## src/rtl/mem_arbiter_pkg.sv

```systemverilog
// rtl/mem_arbiter_pkg.sv - shared types for the two-initiator memory arbiter
package mem_arbiter_pkg;

    typedef logic [15:0] lc3b_word;
    typedef logic [1:0]  lc3b_mem_wmask;

    typedef enum logic [1:0] {
        arb_idle,
        arb_serve_i,
        arb_serve_d
    } lc3b_arb_state;

endpackage

```

## src/rtl/mem_arbiter_if.sv

```systemverilog
// rtl/mem_arbiter_if.sv - initiator-side and physical-memory-side signals of the arbiter
interface mem_arbiter_if;
    import mem_arbiter_pkg::*;

    logic          mem1_read;
    lc3b_word      mem1_address;
    lc3b_word      mem1_rdata;
    logic          mem1_resp;

    logic          mem2_read;
    logic          mem2_write;
    lc3b_mem_wmask mem2_wmask;
    lc3b_word      mem2_address;
    lc3b_word      mem2_wdata;
    lc3b_word      mem2_rdata;
    logic          mem2_resp;

    logic          pmem_read;
    logic          pmem_write;
    lc3b_mem_wmask pmem_wmask;
    lc3b_word      pmem_address;
    lc3b_word      pmem_wdata;
    lc3b_word      pmem_rdata;
    logic          pmem_resp;

    // Arbiter view: responder to the pipeline, initiator toward memory.
    modport slave (
        input  mem1_read, mem1_address,
        output mem1_rdata, mem1_resp,
        input  mem2_read, mem2_write, mem2_wmask, mem2_address, mem2_wdata,
        output mem2_rdata, mem2_resp,
        output pmem_read, pmem_write, pmem_wmask, pmem_address, pmem_wdata,
        input  pmem_rdata, pmem_resp
    );

    // Environment view: pipeline initiators plus physical memory.
    modport master (
        output mem1_read, mem1_address,
        input  mem1_rdata, mem1_resp,
        output mem2_read, mem2_write, mem2_wmask, mem2_address, mem2_wdata,
        input  mem2_rdata, mem2_resp,
        input  pmem_read, pmem_write, pmem_wmask, pmem_address, pmem_wdata,
        output pmem_rdata, pmem_resp
    );

endinterface

```

## src/rtl/mem_arbiter.sv

```systemverilog
// rtl/mem_arbiter.sv - serializes fetch (mem1) and data (mem2) requests onto one physical memory port
module mem_arbiter
    import mem_arbiter_pkg::*;
(
    input  logic         clk,
    input  logic         reset,
    mem_arbiter_if.slave bus
);

    lc3b_arb_state state;
    logic          last_d;
    logic          read_q;
    logic          write_q;
    lc3b_word      address_q;
    lc3b_word      wdata_q;
    lc3b_mem_wmask wmask_q;

    logic i_req;
    logic d_req;
    logic grant_d;
    logic grant_i;

    // D wins unless I is also waiting and D was served last.
    always_comb begin
        i_req   = bus.mem1_read;
        d_req   = bus.mem2_read | bus.mem2_write;
        grant_d = (state == arb_idle) && d_req && (!i_req || !last_d);
        grant_i = (state == arb_idle) && !grant_d && i_req;
    end

    always_ff @(posedge clk or posedge reset) begin
        if (reset) begin
            state   <= arb_idle;
            last_d  <= 1'b0;
            read_q  <= 1'b0;
            write_q <= 1'b0;
        end else begin
            case (state)
                arb_idle: begin
                    if (grant_d) begin
                        state   <= arb_serve_d;
                        write_q <= bus.mem2_write;
                        read_q  <= !bus.mem2_write;
                    end else if (grant_i) begin
                        state   <= arb_serve_i;
                        write_q <= 1'b0;
                        read_q  <= 1'b1;
                    end
                end
                arb_serve_i: begin
                    if (bus.pmem_resp) begin
                        state   <= arb_idle;
                        last_d  <= 1'b0;
                        read_q  <= 1'b0;
                        write_q <= 1'b0;
                    end
                end
                arb_serve_d: begin
                    if (bus.pmem_resp) begin
                        state   <= arb_idle;
                        last_d  <= 1'b1;
                        read_q  <= 1'b0;
                        write_q <= 1'b0;
                    end
                end
                default: begin
                    state   <= arb_idle;
                    read_q  <= 1'b0;
                    write_q <= 1'b0;
                end
            endcase
        end
    end

    // Holding registers keep memory-side values stable while the initiator inputs move.
    always_ff @(posedge clk or posedge reset) begin
        if (reset) begin
            address_q <= '0;
            wdata_q   <= '0;
            wmask_q   <= '0;
        end else if (grant_d) begin
            address_q <= bus.mem2_address;
            wdata_q   <= bus.mem2_wdata;
            wmask_q   <= bus.mem2_wmask;
        end else if (grant_i) begin
            address_q <= bus.mem1_address;
            wdata_q   <= '0;
            wmask_q   <= '0;
        end
    end

    assign bus.pmem_read    = read_q;
    assign bus.pmem_write   = write_q;
    assign bus.pmem_address = address_q;
    assign bus.pmem_wdata   = wdata_q;
    assign bus.pmem_wmask   = wmask_q;

    assign bus.mem1_resp  = (state == arb_serve_i) && bus.pmem_resp;
    assign bus.mem2_resp  = (state == arb_serve_d) && bus.pmem_resp;
    assign bus.mem1_rdata = bus.pmem_rdata;
    assign bus.mem2_rdata = bus.pmem_rdata;

endmodule

```

## src/flat_wrapper.sv

```systemverilog
// flat-port wrapper written by rule: the top's interface ports become plain ports
module mem_arbiter_flat import mem_arbiter_pkg::*;
  (clk, reset, bus_mem1_read, bus_mem1_address, bus_mem1_rdata, bus_mem1_resp, bus_mem2_read, bus_mem2_write, bus_mem2_wmask, bus_mem2_address, bus_mem2_wdata, bus_mem2_rdata, bus_mem2_resp, bus_pmem_read, bus_pmem_write, bus_pmem_wmask, bus_pmem_address, bus_pmem_wdata, bus_pmem_rdata, bus_pmem_resp);
  mem_arbiter_if bus_i ();
  input  logic clk;
  input  logic reset;
  input wire logic [$bits(bus_i.mem1_read)-1:0] bus_mem1_read;
  input wire logic [$bits(bus_i.mem1_address)-1:0] bus_mem1_address;
  output wire logic [$bits(bus_i.mem1_rdata)-1:0] bus_mem1_rdata;
  output wire logic [$bits(bus_i.mem1_resp)-1:0] bus_mem1_resp;
  input wire logic [$bits(bus_i.mem2_read)-1:0] bus_mem2_read;
  input wire logic [$bits(bus_i.mem2_write)-1:0] bus_mem2_write;
  input wire logic [$bits(bus_i.mem2_wmask)-1:0] bus_mem2_wmask;
  input wire logic [$bits(bus_i.mem2_address)-1:0] bus_mem2_address;
  input wire logic [$bits(bus_i.mem2_wdata)-1:0] bus_mem2_wdata;
  output wire logic [$bits(bus_i.mem2_rdata)-1:0] bus_mem2_rdata;
  output wire logic [$bits(bus_i.mem2_resp)-1:0] bus_mem2_resp;
  output wire logic [$bits(bus_i.pmem_read)-1:0] bus_pmem_read;
  output wire logic [$bits(bus_i.pmem_write)-1:0] bus_pmem_write;
  output wire logic [$bits(bus_i.pmem_wmask)-1:0] bus_pmem_wmask;
  output wire logic [$bits(bus_i.pmem_address)-1:0] bus_pmem_address;
  output wire logic [$bits(bus_i.pmem_wdata)-1:0] bus_pmem_wdata;
  input wire logic [$bits(bus_i.pmem_rdata)-1:0] bus_pmem_rdata;
  input wire logic [$bits(bus_i.pmem_resp)-1:0] bus_pmem_resp;
  assign bus_i.mem1_read = bus_mem1_read;
  assign bus_i.mem1_address = bus_mem1_address;
  assign bus_mem1_rdata = bus_i.mem1_rdata;
  assign bus_mem1_resp = bus_i.mem1_resp;
  assign bus_i.mem2_read = bus_mem2_read;
  assign bus_i.mem2_write = bus_mem2_write;
  assign bus_i.mem2_wmask = bus_mem2_wmask;
  assign bus_i.mem2_address = bus_mem2_address;
  assign bus_i.mem2_wdata = bus_mem2_wdata;
  assign bus_mem2_rdata = bus_i.mem2_rdata;
  assign bus_mem2_resp = bus_i.mem2_resp;
  assign bus_pmem_read = bus_i.pmem_read;
  assign bus_pmem_write = bus_i.pmem_write;
  assign bus_pmem_wmask = bus_i.pmem_wmask;
  assign bus_pmem_address = bus_i.pmem_address;
  assign bus_pmem_wdata = bus_i.pmem_wdata;
  assign bus_i.pmem_rdata = bus_pmem_rdata;
  assign bus_i.pmem_resp = bus_pmem_resp;
  mem_arbiter u_core (.clk(clk), .reset(reset), .bus(bus_i));
endmodule
```

## config.mk

```make
export PLATFORM = sky130hd
export DESIGN_NAME = mem_arbiter_flat
export DESIGN_NICKNAME = d
export VERILOG_FILES = /design/src/rtl/mem_arbiter_pkg.sv /design/src/rtl/mem_arbiter_if.sv /design/src/rtl/mem_arbiter.sv /design/src/flat_wrapper.sv
export SDC_FILE = /design/constraint.sdc
export NUM_CORES = 1
export LEC_CHECK = 0
export ABC_AREA = 0
export CORE_ASPECT_RATIO = 0.9
export CORE_MARGIN = 8
export CORE_UTILIZATION = 37
export DETAILED_ROUTE_END_ITERATION = 8
export GPL_TIMING_DRIVEN = 0
export PLACE_DENSITY = 0.95
export SLEW_MARGIN = 20
export SYNTH_ARGS = -nofsm -noshare
export SYNTH_HDL_FRONTEND = slang
export SYNTH_SLANG_ARGS = --single-unit
```

## constraint.sdc

```tcl
create_clock -name clk -period 2.5 [get_ports clk]
set_input_delay 0.25 -clock clk [delete_from_list [all_inputs] [get_ports clk]]
set_output_delay 0.25 -clock clk [all_outputs]
set_load 0.01 [all_outputs]
```

# [Yosys cells after proc, flatten, opt, wreduce, memory -nomap -nowiden]
# Cells that the tools add are included.
[totals] reg_bits=39 input_bits=72 output_inout_bits=70 wordCells=50
[classes] eq_ne=6 mux=19 n_bitwise=1 n_reduce_logical=17
[ops] op="$mux 16" n=4
[ops] op="$mux 2" n=5
[ops] op="$logic_and 1x1->1" n=6
[ops] op="$mux 1" n=6
[ops] op="$pmux 1 s2" n=3
[ops] op="$logic_not 1->1" n=4
[ops] op="$ne 2x2->1 const B" n=2
[ops] op="$pmux 2 s2" n=1
[ops] op="$reduce_bool 2->1" n=2
[ops] op="$ne 3x1->1 const B" n=1
[ops] op="$reduce_and 3->1" n=1
[ops] op="$eq 2x1->1 const B" n=1
[ops] op="$eq 2x2->1 const B" n=1
[ops] op="$logic_not 2->1" n=1
[ops] op="$ne 2x1->1 const B" n=1
[ops] op="$reduce_and 2->1" n=1
[ops] op="$reduce_or 2->1" n=1
[ops] op="$logic_or 1x1->1" n=1
[ops] op="$or 1x1->1" n=1

# [Depth between registers and ports, before layout]
[logic_depth] word_depth=9 mapped_depth=6 mapped_depth_nobuf=5

# [Least setup slack after synthesis]
# No wires, ideal clock.
[synth_path] kind="reg-to-reg" startpoint="register u_core.state[0]" endpoint="register u_core.read_q, in the netlist u_core.bus.pmem_read" setup_ps=125 t_arrival_ps=1423 required_ps=2375 path_slack_ps=952 stages_incl_launch_ff=6 n_path_buf=0 cell_sequence="dfrtp_1 inv_1 ha_1 nor4b_1 a21oi_1 mux2_2"
[synth_between] elab_chain_cells=8 word_cells_on_any_way=14 classes_between="eq/ne: 4; mux: 2; reduce/logical: 8"
[synth_rtl] element="from (decl)" line_no="mem_arbiter.sv:10" source="lc3b_arb_state state;"
[synth_rtl] element="from (signal assigned)" line_no="mem_arbiter.sv:33" source="state <= arb_idle;"
[synth_rtl] element="from (signal assigned)" line_no="mem_arbiter.sv:41" source="state <= arb_serve_d;"
[synth_rtl] element="from (signal assigned)" line_no="mem_arbiter.sv:45" source="state <= arb_serve_i;"
[synth_rtl] element="$logic_not 2->1" line_no="mem_arbiter.sv:27, mem_arbiter.sv:28, mem_arbiter.sv:38"
[synth_rtl] element="$logic_and 1x1->1 (2 in a row)" line_no="mem_arbiter.sv:27" source="grant_d = (state == arb_idle) && d_req && (!i_req || !last_d);"
[synth_rtl] element="$logic_not 1->1" line_no="mem_arbiter.sv:28" source="grant_i = (state == arb_idle) && !grant_d && i_req;"
[synth_rtl] element="$logic_and 1x1->1 (2 in a row)" line_no="mem_arbiter.sv:28"
[synth_rtl] element="$ne 3x1->1 (no line)"
[synth_rtl] element="$reduce_and 2->1 (no line)"
[synth_rtl] element="to (signal assigned)" line_no="mem_arbiter.sv:43" source="read_q <= !bus.mem2_write;"
[synth_rtl] element="to (decl)" line_no="mem_arbiter.sv:12" source="logic read_q;"
# Parallel ways exist; a longest one is shown, timed or not.
# A chain may end at the register's enable or synchronous reset.

# [Worst setup path after layout]
[layout_path] startpoint="register u_core.state[0]" endpoint="output port bus_mem2_resp"
[layout_between] elab_chain_cells=2
[layout_rtl] element="$eq 2x2->1" line_no="mem_arbiter.sv:99" source="assign bus.mem2_resp = (state == arb_serve_d) && bus.pmem_resp;"
[layout_rtl] element="$logic_and 1x1->1" line_no="mem_arbiter.sv:99"
[layout_rtl] element="to (decl)" line_no="flat_wrapper.sv:17" source="output wire logic [$bits(bus_i.mem2_resp)-1:0] bus_mem2_resp;"
# Every way passes these cells.

==> flow_metrics.tcl <==
set metrics [dict create \
    drv_cap 0 \
    finalSetupViolCount 0 \
    ir_drop_mv 0.742 \
    finalWorstPathRequiredPeriod_ns 1.84 \
    yosysMostFrequentCell "dfrtp_1" \
    hold_viol_final 0 \
    grt_usage 0.146 \
    clock_path_buffers 2 \
    cts_setup_buffers 0 \
    reg2regPathDepth 5 \
    worst_pin_slew_ns 0.466 \
    p_leak_nw 1.56 \
    cts_tree "built" \
    hold_path_class "in2async" \
    ctsResizeCount 0 \
    clkTransAtPathRegs_ns 0.07 \
    dieArea_um2 7760 \
    hold-worst-slack_ns 0.288 \
    synth.avg_cell_area_um2 11.4 \
    setup_tns_ns 0 \
    wirelength_um 5930 \
    synthArstFlopShare 1.00 \
    cts_num_sinks 39 \
    rsz0062_at_grt "no" \
    drc 0 \
    globalplace.congestion 0.735 \
    core_area_um2 5130 \
    cellPowerDensity_nw_per_um2 964 \
    place_hpwl_um 5090 \
    start_util 0.374 \
    worstSkewPairLatency_ns 0.28 \
    root_buffer "clkbuf_8" \
    dp_slack_ns 0.504 \
    syn_area_um2 1920 \
    ys_seq_elements 39 \
    antenna_found_initial 0 \
    vias 1716 \
    synth_top_area_frac 0.508 \
    relSlewSlack 0.690 \
    timing.final.ws_setup_ns 0.664 \
    synthesis.nets 244 \
    io_pins 142 \
    crit_required_ns 2.25 \
    clock_skew_ns 0.00496 \
    fp.dieH_um 84.4 \
    synth_enable_flop_cells 0 \
    dr.first_iter.drc_count 59 \
    die_w_um 91.9 \
    io_buffers 125 \
    wire_per_inst_um 16.0 \
    clock.fmax_ghz 0.545 \
    cts_made_buffers 5 \
    status "finished clean" \
    synthTopCellsByCount "dfrtp_1 (39), buf_4 (32), a22o_1 (18), nand2_1 (18), mux2i_1 (17)" \
    drive_gt1_frac 0.172 \
    syn_inst 169 \
    grt_pass1_wl_um 9200 \
    core.rowCount 25 \
    path_class "reg2out" \
    grt_pass1_vias 1883 \
    yosys.area.top_type "dfrtp_1" \
    cp_max_fo 3 \
    finalCritPeriodShare 0.734 \
    seq_area_frac_synth 0.508 \
    nNetsFinal 377 \
    slew_violations 0 \
    antenna_cells 0 \
    synthFlopType "dfrtp_1" \
    drt_first_pass_iters 4 \
    cp.arrival_ns 1.59 \
    ys_warn_count 0 \
    postCtsHoldBufs 0 \
    synth_area_leaders "dfrtp_1 (51%), buf_4 (13%), mux2i_1 (8.9%), a22o_1 (8.2%), nand2_1 (3.5%)" \
    ys_types 23 \
    via_per_inst 4.64 \
    grt_max_degree 21 \
    cp-end-kind "output pin" \
    grt-ovfl-total 0 \
    start_kind "flip-flop" \
    drtAntennaViolNets 0 \
    power.total_w 0.00328 \
    htree_levels 2 \
    area_growth_pct 77.1 \
]
-- state kept, by name, indices dropped and copies added, names as in the netlist --
register	cells
u_core.state	2
u_core.bus.pmem_wmask	2
u_core.bus.pmem_wdata	16
u_core.bus.pmem_read	1
u_core.last_d	1
u_core.bus.pmem_address	16
u_core.bus.pmem_write	1
-- layout by cell type, fill, tap and decap left out, types with 3 or more instances in the layout --
| cell type | n |
|---|---|
| dfrtp_1 | 39 |
| o21ai_0 | 6 |
| clkbuf_8 | 6 |
| buf_4 | 32 |
| mux2_2 | 3 |
| clkbuf_1 | 3 |
| mux2i_1 | 17 |
| o21ai_1 | 10 |
| clkdlybuf4s50_1 | 125 |
| buf_2 | 4 |
| nand2_1 | 18 |
| inv_1 | 4 |
| a22o_1 | 18 |
| ha_1 | 3 |
-- cell type report --
cell class	count	area (um2)
Inverter	5	18.8
Clock inverter	2	35.0
Fill cell	409	1730
Tap cell	67	83.8
Clock buffer	6	82.6
Timing Repair Buffer	126	1280
Sequential cell	39	976
Buffer	40	283
Multi-Input combinational cell	85	643
-- per-stage QoR --
stage	instance area [um2]	util	cells
6_report	3400	0.663	370
3_5_place_dp	3280	0.640	362
4_1_cts	3400	0.663	370
3_3_place_gp	3260	0.635	361
5_1_grt	3400	0.663	370
2_1_floorplan	1920	-	169
-- metal layers --
| metal | wire [um] | up-vias | global-route usage |
|---|---|---|---|
| met4 | 49 | 0 | 0.0365 |
| li1 | - | 815 | - |
| met2 | 3250 | 72 | 0.275 |
| met1 | 2000 | 825 | 0.137 |
| met5 | 0 | - | 0 |
| met3 | 639 | 4 | 0.0713 |
-- power breakdown --
| group | switching, W | internal (W) | leakage, nW |
|---|---|---|---|
| Clock | 0.000206 | 0.000323 | 0.0612 |
| Sequential | 0.000169 | 0.000922 | 0.488 |
| Combinational | 0.000723 | 0.000936 | 1.01 |
| Total | 0.00110 | 0.00218 | 1.56 |
-- logic make-up after synthesis --
family	synth area share
mux	0.106
simple gates	0.0495
compound gates	0.160
fa+ha+maj	0.0195
flops	0.508
buf+inv	0.157
-- critical path, cell delays in order (launching register included) --
cell and delay [ns]:
dfrtp_1 0.39, inv_1 0.10, ha_1 0.15, and2_1 0.13, clkdlybuf4s50_1 0.54
-- worst paths after layout --
kind	start	slack, ns	end
min	reset	0.29	u_core.bus.pmem_wdata[4]
min in group clk	u_core.bus.pmem_address[13]	0.48	u_core.bus.pmem_address[13]
max in group asynchronous	reset	1.77	u_core.bus.pmem_address[5]
max	u_core.state[0]	0.66	bus_mem2_resp
min reg2reg	u_core.bus.pmem_address[13]	0.48	u_core.bus.pmem_address[13]
max reg2reg	u_core.state[0]	0.76	u_core.bus.pmem_read
No activity file was read; power rests on OpenSTA's default activity.
==> RTL edit, RTL diff (same flow settings) <==
Encoding of `lc3b_arb_state`: now one-hot (3 bits for 3 states).
--- a/src/rtl/mem_arbiter_pkg.sv
+++ b/src/rtl/mem_arbiter_pkg.sv
@@ -6,6 +6,6 @@
 
-    typedef enum logic [1:0] {
-        arb_idle,
-        arb_serve_i,
-        arb_serve_d
+    typedef enum logic [2:0] {
+        arb_idle    = 3'b001,
+        arb_serve_i = 3'b010,
+        arb_serve_d = 3'b100
     } lc3b_arb_state;
Formal check against the unedited RTL: same outputs for any inputs over 10 cycles, from zero or initial values and one cycle with reset high; not proved beyond that.
==> RTL edit against the original RTL <==
Synthesized cell count rose by 15%. Final area increased by 4.2%. Hold slack worse by 0.022 ns. Worst setup slack worse by 0.30 ns. Via count is 14% higher. Routed wire length rose by 21%. Sequential cell count increased by 1. Critical path type is now in2out. Die area up 7.2%. First-iteration DRC count increased by 66%. Critical path depth shrank 1. Area after synthesis is 8.9% higher. Non-clock buffer count rose by 5. Register-to-register slack worse by 0.11 ns. Total power up 9.3%.
==> RTL edit: results (changes against the original RTL) <==
| Metric | Value |
|---|---|
| Critical path fanouts, max | 5 (+2) |
| R2r startpoint | u_core.state[0] |
| Max-slew violations | 0 (unchanged) |
| Syn Inst Count | 194 (+15%) |
| Reg-to-Reg End | u_core.bus.pmem_address[0] |
| Worst vdd ir | 0.444 mV (-40%) |
| Distinct cell type count of the synthesized netlist | 33 (+43%) |
| Pre-CTS worst setup slack | 0.379 ns (-0.124 ns) |
| Clock Tree Root | clkbuf_8 |
| Global placer's final weighted congestion | 0.815 (+11%) |
| Ys async rst share | 100% (unchanged) |
| Post-synth EDFFs | 0 (unchanged) |
| Post-synth net total | 266 (+9.0%) |
| # port buffers | 124 (-0.80%) |
| Hold WC Path Type | in2async |
| Largest net degree at the start of global routing | 24 (+14%) |
| Status | finished, final reports clean |
| Resized Gates After CTS | 0 (unchanged) |
| DP HPWL | 5590 um (+9.9%) |
| WL final | 7170 um (+21%) |
| Total iterations of the first detailed-routing run | 4 (unchanged) |
| Post-CTS Repair Setup Buffers | 0 (unchanged) |
| Worst path slowest cell | clkdlybuf4s50_1 |
| Total global-route track usage | 16.7% (+2.1 points) |
| Initial antenna violation count | 0 (unchanged) |
| Synth area leaders | dfrtp_1 47%, buf_4 14%, o31ai_1 5.7% |
| Placed Cells | 389 (+7.5%) |
| Routed vias/inst | 4.91 (+5.8%) |
| Inserted Clock Buffers | 5 (unchanged) |
| Antenna diode count | 0 (unchanged) |
| Cell family with most CP delay | buffers and inverters |
| Clk buf depth | 2 (unchanged) |
| Pleak | 0.00152 uW (-2.6%) |
| Worst Skew | 0.00704 ns (+0.00208 ns) |
| Synthesis Warnings | 0 (unchanged) |
| Crit path DAT | 1.88 ns (+0.29 ns) |
| Sequential area share after synthesis | 47.9% (-2.9 points) |
| First-pass GRT wire length | 10800 um (+18%) |
| Worst R2R Path Depth | 5 (unchanged) |
| R2R setup slack | 0.65 ns (-0.11 ns) |
| Synth cell count leaders | 39 x dfrtp_1, 38 x buf_4, 18 x a21oi_1 |
| Register clock-pin slew on the reported worst setup and hold paths | 0.08 ns |
| Hold WS | 0.266 ns (-0.0221 ns) |
| Later-pin clock latency in the skew report | 0.30 ns (+0.02 ns) |
| Relative slew slack | 48.9% (-20 points) |
| CTS H-tree lvls | 2 (unchanged) |
| Ys flop type | dfrtp_1 |
| Share of cells above drive strength 1 | 22.3% (+5.2 points) |
| Vias | 1948 (+14%) |
| Iteration-0 DRC Markers | 98 (+66%) |
| Max incr delay on CP | 0.63 ns (+0.09 ns) |
| Final #Nets | 398 (+5.6%) |
| Vias in the first global route | 2155 (+14%) |
-- RTL edit: kinds of logic after synthesis --
kind of cell,after synthesis,synth area share (%)
DFF,40,47.9
AOI/OAI and AO/OA,75,25.6
buffers and inverters,48,17.2
and+or+nand+nor,30,8.80
xor gates and xnor gates,1,0.419
-- RTL edit: how the worst max path moves through the flow --
stage	endpoint	slack [ns]	start	cells after the start
after global placement	u_core.bus.pmem_address[6]	0.42	bus_mem2_read	5
after CTS	bus_mem1_resp	0.36	bus_pmem_resp	3
after floorplan	u_core.bus.pmem_address[0]	0.88	u_core.state[0]	6
after global routing	bus_mem1_resp	0.16	bus_pmem_resp	3
final	bus_mem1_resp	0.37	bus_pmem_resp	3
after detailed placement	bus_mem1_resp	0.38	bus_pmem_resp	3
-- RTL edit: through the flow --
step | total power, uW | area [um^2]
2_1_floorplan | 2210 | 2090
3_3_place_gp | 3060 | 3420
3_5_place_dp | 3130 | 3450
4_1_cts | 3600 | 3540
5_1_grt | 3790 | 3540
6_report | 3580 | 3540
-- RTL edit: layout make-up --
| cell class | count | area, um^2 |
|---|---|---|
| Clock inverter | 2 | 15.0 |
| Timing Repair Buffer | 125 | 1270 |
| Clock buffer | 6 | 82.6 |
| Multi-Input combinational cell | 106 | 728 |
| Inverter | 2 | 7.51 |
| Buffer | 46 | 353 |
| Fill cell | 437 | 2020 |
| Sequential cell | 40 | 1000 |
| Tap cell | 70 | 87.6 |
-- RTL edit: per-layer routing --
metal	routed length [um]	track usage, %	up-vias
li1	-	-	933
met1	2870	19.1	928
met2	3550	27.5	76
met3	581	5.60	11
met4	173	7.22	0
met5	0	0	-
-- RTL edit: report_power, final --
part | leakage (uW) | switching [uW] | internal (uW)
combinational | 0.000970 | 948 | 1090
sequential | 0.000506 | 147 | 936
clock | 0.0000434 | 244 | 224
